**config.mk**
```make
export PLATFORM = sky130hd
export DESIGN_NAME = mux_serial_deser
export DESIGN_NICKNAME = d
export VERILOG_FILES = /design/src/rtl/mux_serial_deser.sv
export SDC_FILE = /design/constraint.sdc
export NUM_CORES = 1
export LEC_CHECK = 0
export CAP_MARGIN = 20
export CORE_UTILIZATION = 37
export CTS_CLUSTER_SIZE = 10
export DETAILED_ROUTE_END_ITERATION = 7
export DONT_BUFFER_PORTS = 1
export PLACE_DENSITY_LB_ADDON = 0.25
export SYNTH_ARGS = -nofsm -noshare
export SYNTH_HDL_FRONTEND = slang
export SYNTH_SLANG_ARGS = --single-unit
```
**constraint.sdc**
```tcl
create_clock -name clk -period 2.66 [get_ports clk]
set_input_delay 0.266 -clock clk [delete_from_list [all_inputs] [get_ports clk]]
set_output_delay 0.266 -clock clk [all_outputs]
set_load 0.1 [all_outputs]
```
**src/rtl/mux_serial_deser.sv**
```systemverilog
// Serial-to-parallel reassembly of the 8-to-1 mux stream, indexed by select tag.
// Completed words are held in one output register behind a valid/ready port.
module mux_serial_deser #(
   parameter int WIDTH = 8,
   parameter int SEL_W = $clog2(WIDTH),
   parameter int CNT_W = 16
) (
   input  logic             clk,
   input  logic             rst_n,
   input  logic             bit_in,
   input  logic [SEL_W-1:0] sel_in,
   input  logic             bit_valid,
   output logic             bit_ready,
   input  logic             flush,
   output logic [WIDTH-1:0] out_data,
   output logic             out_valid,
   input  logic             out_ready,
   output logic             seq_err,
   output logic             busy,
   output logic [CNT_W-1:0] word_cnt
);

   localparam logic [SEL_W-1:0] LAST = SEL_W'(WIDTH - 1);

   logic [SEL_W-1:0] idx_q, idx_d;
   logic [WIDTH-1:0] asm_q, asm_d;
   logic [WIDTH-1:0] out_q, out_d;
   logic             ov_q, ov_d;
   logic             err_q, err_d;
   logic [CNT_W-1:0] cnt_q, cnt_d;
   logic             accept;
   logic             handoff;

   // Only the final bit needs the holding register free.
   assign bit_ready = (idx_q != LAST) || !ov_q || out_ready;
   assign accept    = bit_valid && bit_ready;
   assign handoff   = ov_q && out_ready;

   always_comb begin
      idx_d = idx_q;
      asm_d = asm_q;
      out_d = out_q;
      ov_d  = ov_q && !out_ready;
      err_d = 1'b0;
      cnt_d = cnt_q + CNT_W'(handoff);
      if (flush) begin
         idx_d = '0;
         asm_d = '0;
      end else if (accept) begin
         if (sel_in == idx_q) begin
            if (idx_q == LAST) begin
               out_d = {bit_in, asm_q[WIDTH-2:0]};
               ov_d  = 1'b1;
               idx_d = '0;
               asm_d = '0;
            end else begin
               asm_d[idx_q] = bit_in;
               idx_d        = idx_q + 1'b1;
            end
         end else begin
            err_d = 1'b1;
            asm_d = '0;
            // A tag of 0 is taken as the start of a fresh word.
            if (sel_in == '0) begin
               asm_d[0] = bit_in;
               idx_d    = SEL_W'(1);
            end else begin
               idx_d = '0;
            end
         end
      end
   end

   always_ff @(posedge clk or negedge rst_n) begin
      if (!rst_n) begin
         idx_q <= '0;
         asm_q <= '0;
         out_q <= '0;
         ov_q  <= 1'b0;
         err_q <= 1'b0;
         cnt_q <= '0;
      end else begin
         idx_q <= idx_d;
         asm_q <= asm_d;
         out_q <= out_d;
         ov_q  <= ov_d;
         err_q <= err_d;
         cnt_q <= cnt_d;
      end
   end

   assign out_data  = out_q;
   assign out_valid = ov_q;
   assign seq_err   = err_q;
   assign busy      = (idx_q != '0);
   assign word_cnt  = cnt_q;

endmodule
```
==> results of run 1 <==
cell usage in the layout (no fill, tap or decap), types with 3 or more instances in the layout:
master,n
sky130_fd_sc_hd__dfrtp_1,35
sky130_fd_sc_hd__o21ai_0,7
sky130_fd_sc_hd__mux2_2,8
sky130_fd_sc_hd__xnor2_1,8
sky130_fd_sc_hd__buf_4,16
sky130_fd_sc_hd__nor4_1,3
sky130_fd_sc_hd__inv_1,6
sky130_fd_sc_hd__nor2_1,5
sky130_fd_sc_hd__clkbuf_8,7
sky130_fd_sc_hd__and3_1,6
sky130_fd_sc_hd__nor3_1,8
sky130_fd_sc_hd__nand3_1,7
sky130_fd_sc_hd__xor2_1,9
sky130_fd_sc_hd__ha_1,3
sky130_fd_sc_hd__a22o_1,7
sky130_fd_sc_hd__nand2_1,5
flip-flops by register name (all words and copies together), names as in the netlist:
| name | count |
|---|---|
| word_cnt | 16 |
| out_valid | 1 |
| asm_q | 7 |
| idx_q | 3 |
| seq_err | 1 |
| out_data | 8 |
synth_stat cells (2+ instances only):
library cell	number	area, um^2
sky130_fd_sc_hd__nand2_1	5	18.8
sky130_fd_sc_hd__ha_1	5	62.6
sky130_fd_sc_hd__and2_1	2	12.5
sky130_fd_sc_hd__and3_1	6	37.5
sky130_fd_sc_hd__nor2_1	5	18.8
sky130_fd_sc_hd__nand3_1	7	35.0
sky130_fd_sc_hd__nor3_1	8	40.0
sky130_fd_sc_hd__inv_1	6	22.5
sky130_fd_sc_hd__a21o_1	2	15.0
sky130_fd_sc_hd__dfrtp_1	36	901
sky130_fd_sc_hd__a21oi_1	2	10.0
sky130_fd_sc_hd__nand3b_1	2	15.0
sky130_fd_sc_hd__xnor2_1	8	70.1
sky130_fd_sc_hd__buf_2	2	10.0
sky130_fd_sc_hd__nor4_1	3	18.8
sky130_fd_sc_hd__mux2_2	8	90.1
sky130_fd_sc_hd__a22o_1	7	61.3
sky130_fd_sc_hd__o21ai_0	7	35.0
sky130_fd_sc_hd__xor2_1	9	78.8
metrics by stage:
step / instances / total power (uW) / utilization
5_1_grt: 213 / 1050 / 0.473
3_3_place_gp: 204 / 593 / 0.443
3_5_place_dp: 204 / 594 / 0.443
6_report: 213 / 1010 / 0.473
4_1_cts: 213 / 1020 / 0.473
2_1_floorplan: 141 / 588 / -
path summary, 6_finish.rpt:
path                               end  slack [ps]
max                        out_data[6]         400
min                        out_data[7]         140
max reg2reg                out_data[6]         400
min reg2reg                   asm_q[6]         500
max in group asynchronous    out_valid        2000
min in group asynchronous  out_data[0]         460
cell families (layout without fill, tap and decap cells):
family,count (synthesis),after routing,share of synthesized area
xor gates and xnor gates,17,17,0.0900
muxes,8,8,0.0545
AOI/OAI and AO/OA,21,21,0.0885
and+or+nand+nor,45,45,0.158
adders and majority gates,5,5,0.0378
DFF,36,36,0.545
buffers and inverters,9,31,0.0265
where the power goes:
part	internal (uW)	switching, uW	leakage [uW]
sequential	549	8.22	0.000495
combinational	13.7	27.2	0.000445
clock	231	184	0.0000503
total	793	220	0.000990
cell type report:
cell class,instances,area [um^2]
clock buffers,7,96.3
fillers,399,2180
inverters,6,22.5
multi-input cells,96,724
flip-flops and latches,36,905
well taps,50,62.6
repair buffers,18,150
critical path, stage by stage (launching register included):
cell,delay (ps)
sky130_fd_sc_hd__dfrtp_1,480
sky130_fd_sc_hd__ha_2,240
sky130_fd_sc_hd__ha_4,170
sky130_fd_sc_hd__nand3b_1,180
sky130_fd_sc_hd__and3b_1,240
sky130_fd_sc_hd__and3_1,440
sky130_fd_sc_hd__mux2_2,380
per-layer routing:
layer / wire length (um) / global-route usage
met3: 237 / 0.0609
met1: 1470 / 0.201
met2: 1540 / 0.268
met4: 25 / 0.0561
met5: 0 / 0
repair_timing:
| item | in CTS | in global routing |
|---|---|---|
| hold buffers | 2 | 0 |
| hold endpoints to repair | 36 | 0 |
| gates resized for setup | 0 | 0 |
==> impl_metrics.sql, run 1 <==
INSERT INTO impl_metrics (metric_group, metric, value, unit) VALUES
('cts', 'worstSkewPairLatency', '280', 'ps'),
('layout', 'syn_to_layout_area_delta', '18.5', '%'),
('placement', 'io_buffers', '0', ''),
('worst_setup_path', 'critical_path.reg2reg.startpoint', 'idx_q[1]', ''),
('route', 'drt_pre_antenna_iters', '4', ''),
('outcome', 'status', 'finished, final reports clean', ''),
('timing', 'finalSetupViolations', '0', ''),
('worst_setup_path', 'ff2ff_path_depth', '6', ''),
('timing', 'timing_hold_violations_final', '0', ''),
('min_path', 'worst_hold_stages', '1', ''),
('run', 'max_cap_viol_count', '0', ''),
('cts', 'htree_levels', '2', ''),
('timing', 'rsz_0062_raised_after_global_routing', 'no', ''),
('cts', 'path_clk_slew', '80', 'ps'),
('floorplan', 'die_width', '68.9', 'um'),
('cts', 'cts_buffers', '5', ''),
('cts', 'numClockSinks', '36', ''),
('synth', 'mappedNetlistNets', '155', ''),
('layout', 'antenna_cells', '0', ''),
('worst_setup_path', 'critPathMaxFanout', '9', ''),
('route', 'routed_via_density', '5.39', ''),
('timing', 'timing.final.ws_setup', '397', 'ps'),
('worst_setup_path', 'setup.worst_path.start_class', 'register', ''),
('cts', 'clk_path_buf_depth', '2', ''),
('synth', 'synthesis.instances', '141', ''),
('cts', 'postcts_setup_bufs', '0', ''),
('power', 'total_leakage_power', '0.000990', 'uW'),
('synth', 'synth_warn', '0', ''),
('worst_setup_path', 'worstSetupStartpoint', 'idx_q[1]', ''),
('timing', 'shortest_period_the_worst_path_allows', '2260', 'ps'),
('synth', 'ys_async_sr_fraction', '1.00', ''),
('timing', 'hold_slack', '136', 'ps'),
('placement', 'cell_area_reported_after_detailed_placement', '0.00183', 'mm^2'),
('min_path', 'hold_path.class', 'input pin to register', ''),
('grt', 'grt_use_total', '0.165', ''),
('min_path', 'hold_start', 'bit_in', ''),
('timing', 'timing.fmax', '442', 'MHz'),
('grt', 'grt_pass1_vias', '1204', ''),
('worst_setup_path', 'arrival', '2430', 'ps'),
('synth', 'seq_area_frac_synth', '0.545', ''),
('floorplan', 'die_area', '0.00474', 'mm^2'),
('placement', 'hpwlAfterDp', '2.36', 'mm'),
('route', 'drt_drc_violations_left', '0', ''),
('placement', 'gp_congestion', '0.844', ''),
('cts', 'clock_tree_from_tritoncts', 'done', ''),
('timing', 'worst_pin_slew', '949', 'ps'),
('floorplan', 'floorplan.io_pins', '37', ''),
('timing', 'final_min_period_over_clock_period', '0.851', ''),
('timing', 'totalNegativeSetupSlack', '0', 'ps'),
('timing', 'max_slew_margin', '0.367', ''),
('route', 'first_iter_violations', '35', ''),
('timing', 'fin_skew', '11.1', 'ps'),
('synth', 'number_of_enable_type_register_cells_in_the_synthesized_netlist', '0', ''),
('power', 'max-vdd-ir-drop', '247', 'uV'),
('floorplan', 'placement_rows', '23', ''),
('timing', 'report.final.slew_viol_count', '0', ''),
('grt', 'grt_max_degree', '37', ''),
('power', 'cellPowerDensity', '516', 'mW/mm^2'),
('layout', 'final_layout_size_suffix_gt1_frac', '0.221', ''),
('floorplan', 'core', '0.00414', 'mm^2'),
('placement', 'pre_cts_ws', '401', 'ps'),
('grt', 'grt_first_pass_wirelength', '5.61', 'mm'),
('synth', 'cell_area_after_synthesis', '0.00165', 'mm^2'),
('floorplan', 'floorplan.die.height', '68.9', 'um'),
('grt', 'antenna_found_initial', '0', ''),
('worst_setup_path', 'criticalPathCategory', 'register to register', ''),
('worst_setup_path', 'worstSetupEndpointType', 'register', ''),
('worst_setup_path', 'worst-endpoint-required', '2820', 'ps'),
('synth', 'ys_ff_latch', '36', ''),
('synth', 'ys.flop_type', 'sky130_fd_sc_hd__dfrtp_1', ''),
('route', 'final_routed_wirelength_across_all_metal_layers', '3.27', 'mm'),
('route', 'routed_wire_length_per_instance', '15.3', 'um'),
('synth', 'synthesis.area_per_instance', '11.7', 'um^2'),
('layout', 'nets', '177', ''),
('floorplan', 'initial_core_util', '0.399', ''),
('layout', 'layout.cell_area.non_filler', '0.00196', 'mm^2'),
('route', 'dr_total_vias', '1149', ''),
('synth', 'ys_types', '30', ''),
('grt', 'grt_overflow', '0', ''),
('cts', 'cts.root.buffer_cell', 'sky130_fd_sc_hd__clkbuf_8', ''),
('route', 'route.antenna.remaining_nets', '0', '');
Power figures use the tool's default switching activity.
==> run 2, diff against run 1 <==
Settings changed: HOLD_SLACK_MARGIN from default to 0.06.
==> results of run 2 <==
The final DEF is identical to that of run 1; final timing and power are the same.
==> run 3, diff against run 2 <==
Clock period 2.66 ns to 2 ns, I/O delays scaled along.
==> impl_metrics.sql, run 3 (synthesized netlist as in run 1, its figures left out) <==
INSERT INTO impl_metrics (metric_group, metric, value, unit) VALUES
('outcome', 'status', 'finished, final reports clean', ''),
('layout', 'nets', '197', ''),
('min_path', 'hold_start', 'out_ready', ''),
('route', 'routed_wire_length_per_instance', '14.0', 'um'),
('cts', 'worstSkewPairLatency', '280', 'ps'),
('cts', 'cts_buffers', '5', ''),
('layout', 'final_core_util', '0.518', ''),
('floorplan', 'placement_rows', '23', ''),
('cts', 'postcts_setup_bufs', '0', ''),
('grt', 'antenna_found_initial', '0', ''),
('worst_setup_path', 'worstSetupEndpointType', 'register', ''),
('route', 'final_routed_wirelength_across_all_metal_layers', '3.27', 'mm'),
('placement', 'gp_congestion', '0.867', ''),
('timing', 'shortest_period_the_worst_path_allows', '1910', 'ps'),
('layout', 'finalNonFillerCells', '234', ''),
('worst_setup_path', 'worstSetupStartpoint', 'idx_q[1]', ''),
('layout', 'layout_commonest_cell', 'sky130_fd_sc_hd__buf_4', ''),
('floorplan', 'initial_core_util', '0.399', ''),
('layout', 'antenna_cells', '0', ''),
('grt', 'grt_first_pass_wirelength', '5.64', 'mm'),
('layout', 'largest_reg_flops', '16', ''),
('worst_setup_path', 'worst-endpoint-required', '2220', 'ps'),
('timing', 'timing.final.ws_setup', '92.9', 'ps'),
('power', 'total_leakage_power', '0.00109', 'uW'),
('timing', 'report.final.slew_viol_count', '0', ''),
('timing', 'rsz_0062_raised_after_global_routing', 'no', ''),
('timing', 'hold_slack', '80.4', 'ps'),
('route', 'route.antenna.remaining_nets', '0', ''),
('worst_setup_path', 'critical_path.reg2reg.startpoint', 'idx_q[1]', ''),
('placement', 'hpwlAfterDp', '2.43', 'mm'),
('cts', 'path_clk_slew', '70', 'ps'),
('floorplan', 'floorplan.io_pins', '37', ''),
('layout', 'final_layout_size_suffix_gt1_frac', '0.359', ''),
('route', 'routed_via_density', '5.10', ''),
('grt', 'grt_pass1_vias', '1280', ''),
('timing', 'final_min_period_over_clock_period', '0.954', ''),
('grt', 'grt_use_total', '0.166', ''),
('cts', 'numClockSinks', '36', ''),
('worst_setup_path', 'register_to_register_setup_slack', '90', 'ps'),
('timing', 'max_slew_margin', '0.669', ''),
('layout', 'leading_cell_types_in_the_layout_fill_and_taps_excluded', '35 x sky130_fd_sc_hd__buf_4, 26 x sky130_fd_sc_hd__dfrtp_1, 9 x sky130_fd_sc_hd__xor2_1, 9 x sky130_fd_sc_hd__dfrtp_2', ''),
('worst_setup_path', 'arrival', '2120', 'ps'),
('cts', 'cts.root.buffer_cell', 'sky130_fd_sc_hd__clkbuf_8', ''),
('run', 'max_cap_viol_count', '0', ''),
('route', 'dr_total_vias', '1193', ''),
('route', 'drt_pre_antenna_iters', '4', ''),
('timing', 'fin_skew', '6.35', 'ps'),
('layout', 'syn_to_layout_area_delta', '29.7', '%'),
('grt', 'grt_overflow', '0', ''),
('worst_setup_path', 'critPathMaxFanout', '8', ''),
('floorplan', 'die_area', '0.00474', 'mm^2'),
('worst_setup_path', 'setup.worst_path.start_class', 'register', ''),
('floorplan', 'core', '0.00414', 'mm^2'),
('placement', 'io_buffers', '0', ''),
('timing', 'timing_hold_violations_final', '0', ''),
('route', 'first_iter_violations', '32', ''),
('placement', 'post-place-cells', '223', ''),
('worst_setup_path', 'criticalPathCategory', 'register to register', ''),
('min_path', 'hold_path.class', 'input pin to register', ''),
('power', 'cellPowerDensity', '660', 'mW/mm^2'),
('floorplan', 'die_width', '68.9', 'um'),
('cts', 'htree_levels', '2', ''),
('timing', 'timing.fmax', '524', 'MHz'),
('floorplan', 'floorplan.die.height', '68.9', 'um'),
('placement', 'pre_cts_ws', '23.8', 'ps'),
('route', 'drt_drc_violations_left', '0', ''),
('timing', 'totalNegativeSetupSlack', '0', 'ps'),
('power', 'max-vdd-ir-drop', '640', 'uV'),
('timing', 'finalSetupViolations', '0', ''),
('grt', 'grt_max_degree', '37', ''),
('cts', 'clk_path_buf_depth', '2', ''),
('cts', 'clock_tree_from_tritoncts', 'done', ''),
('timing', 'worst_pin_slew', '497', 'ps');
run 3: cell types whose count changed in the layout (fill, tap and decap cells not counted):
cell / change
sky130_fd_sc_hd__clkinv_2: +1
sky130_fd_sc_hd__buf_4: +19
sky130_fd_sc_hd__dfrtp_2: +9
sky130_fd_sc_hd__clkbuf_8: -2
sky130_fd_sc_hd__nor4_1: -1
sky130_fd_sc_hd__or4b_4: +1
sky130_fd_sc_hd__or4b_1: -1
sky130_fd_sc_hd__dfrtp_1: -9
sky130_fd_sc_hd__nor4_2: +1
sky130_fd_sc_hd__clkbuf_1: +1
sky130_fd_sc_hd__bufinv_16: +1
sky130_fd_sc_hd__dlygate4sd3_1: +1
run 3: final timing paths:
check / to / depth (start not counted)
min in group asynchronous: word_cnt[1] / 2
min reg2reg: word_cnt[15] / 1
max reg2reg: asm_q[1] / 6
min: out_valid / 2
max: asm_q[1] / 6
max in group asynchronous: out_valid / 2
run 3: per-stage QoR:
stage / total power [uW] / cell area (um^2)
floorplan: 783 / 1700
global placement: 793 / 1990
detailed placement: 793 / 1990
CTS: 1440 / 2140
global route: 1490 / 2150
finish: 1420 / 2150
run 3: power breakdown:
part           switching [uW]  total, uW  internal [uW]
Clock                     245        614            370
Sequential              0.771        731            730
Combinational            47.4       70.9           23.5
Total                     293       1420           1120
run 3: cell type report:
cell class	count	area, um^2
fillers	377	2000
well taps	50	62.6
multi-input cells	96	734
repair buffers	38	303
clock inverters	2	35.0
clock buffers	6	72.6
flip-flops and latches	36	916
inverters	6	22.5
run 3: metal layers:
metal	vias up	global-route usage	share of wire
met5	-	0	0
met4	0	0.0638	0.0070
met3	2	0.0674	0.071
met2	42	0.274	0.47
met1	567	0.190	0.45
li1	582	-	-
run 3: worst max-delay path, cell delays in order, from the launching register on:
cell	delay, ps
sky130_fd_sc_hd__dfrtp_1	390
sky130_fd_sc_hd__ha_2	200
sky130_fd_sc_hd__ha_4	170
sky130_fd_sc_hd__nor2_1	90
sky130_fd_sc_hd__or4b_4	530
sky130_fd_sc_hd__nor3b_4	280
sky130_fd_sc_hd__a22o_1	190
run 3: timing repair:
action / 4_1_cts / 5_1_grt
resized for setup: 0 / 1
hold buffers: 3 / 0
hold endpoints to repair: 37 / 0
setup endpoints to repair: 0 / 5
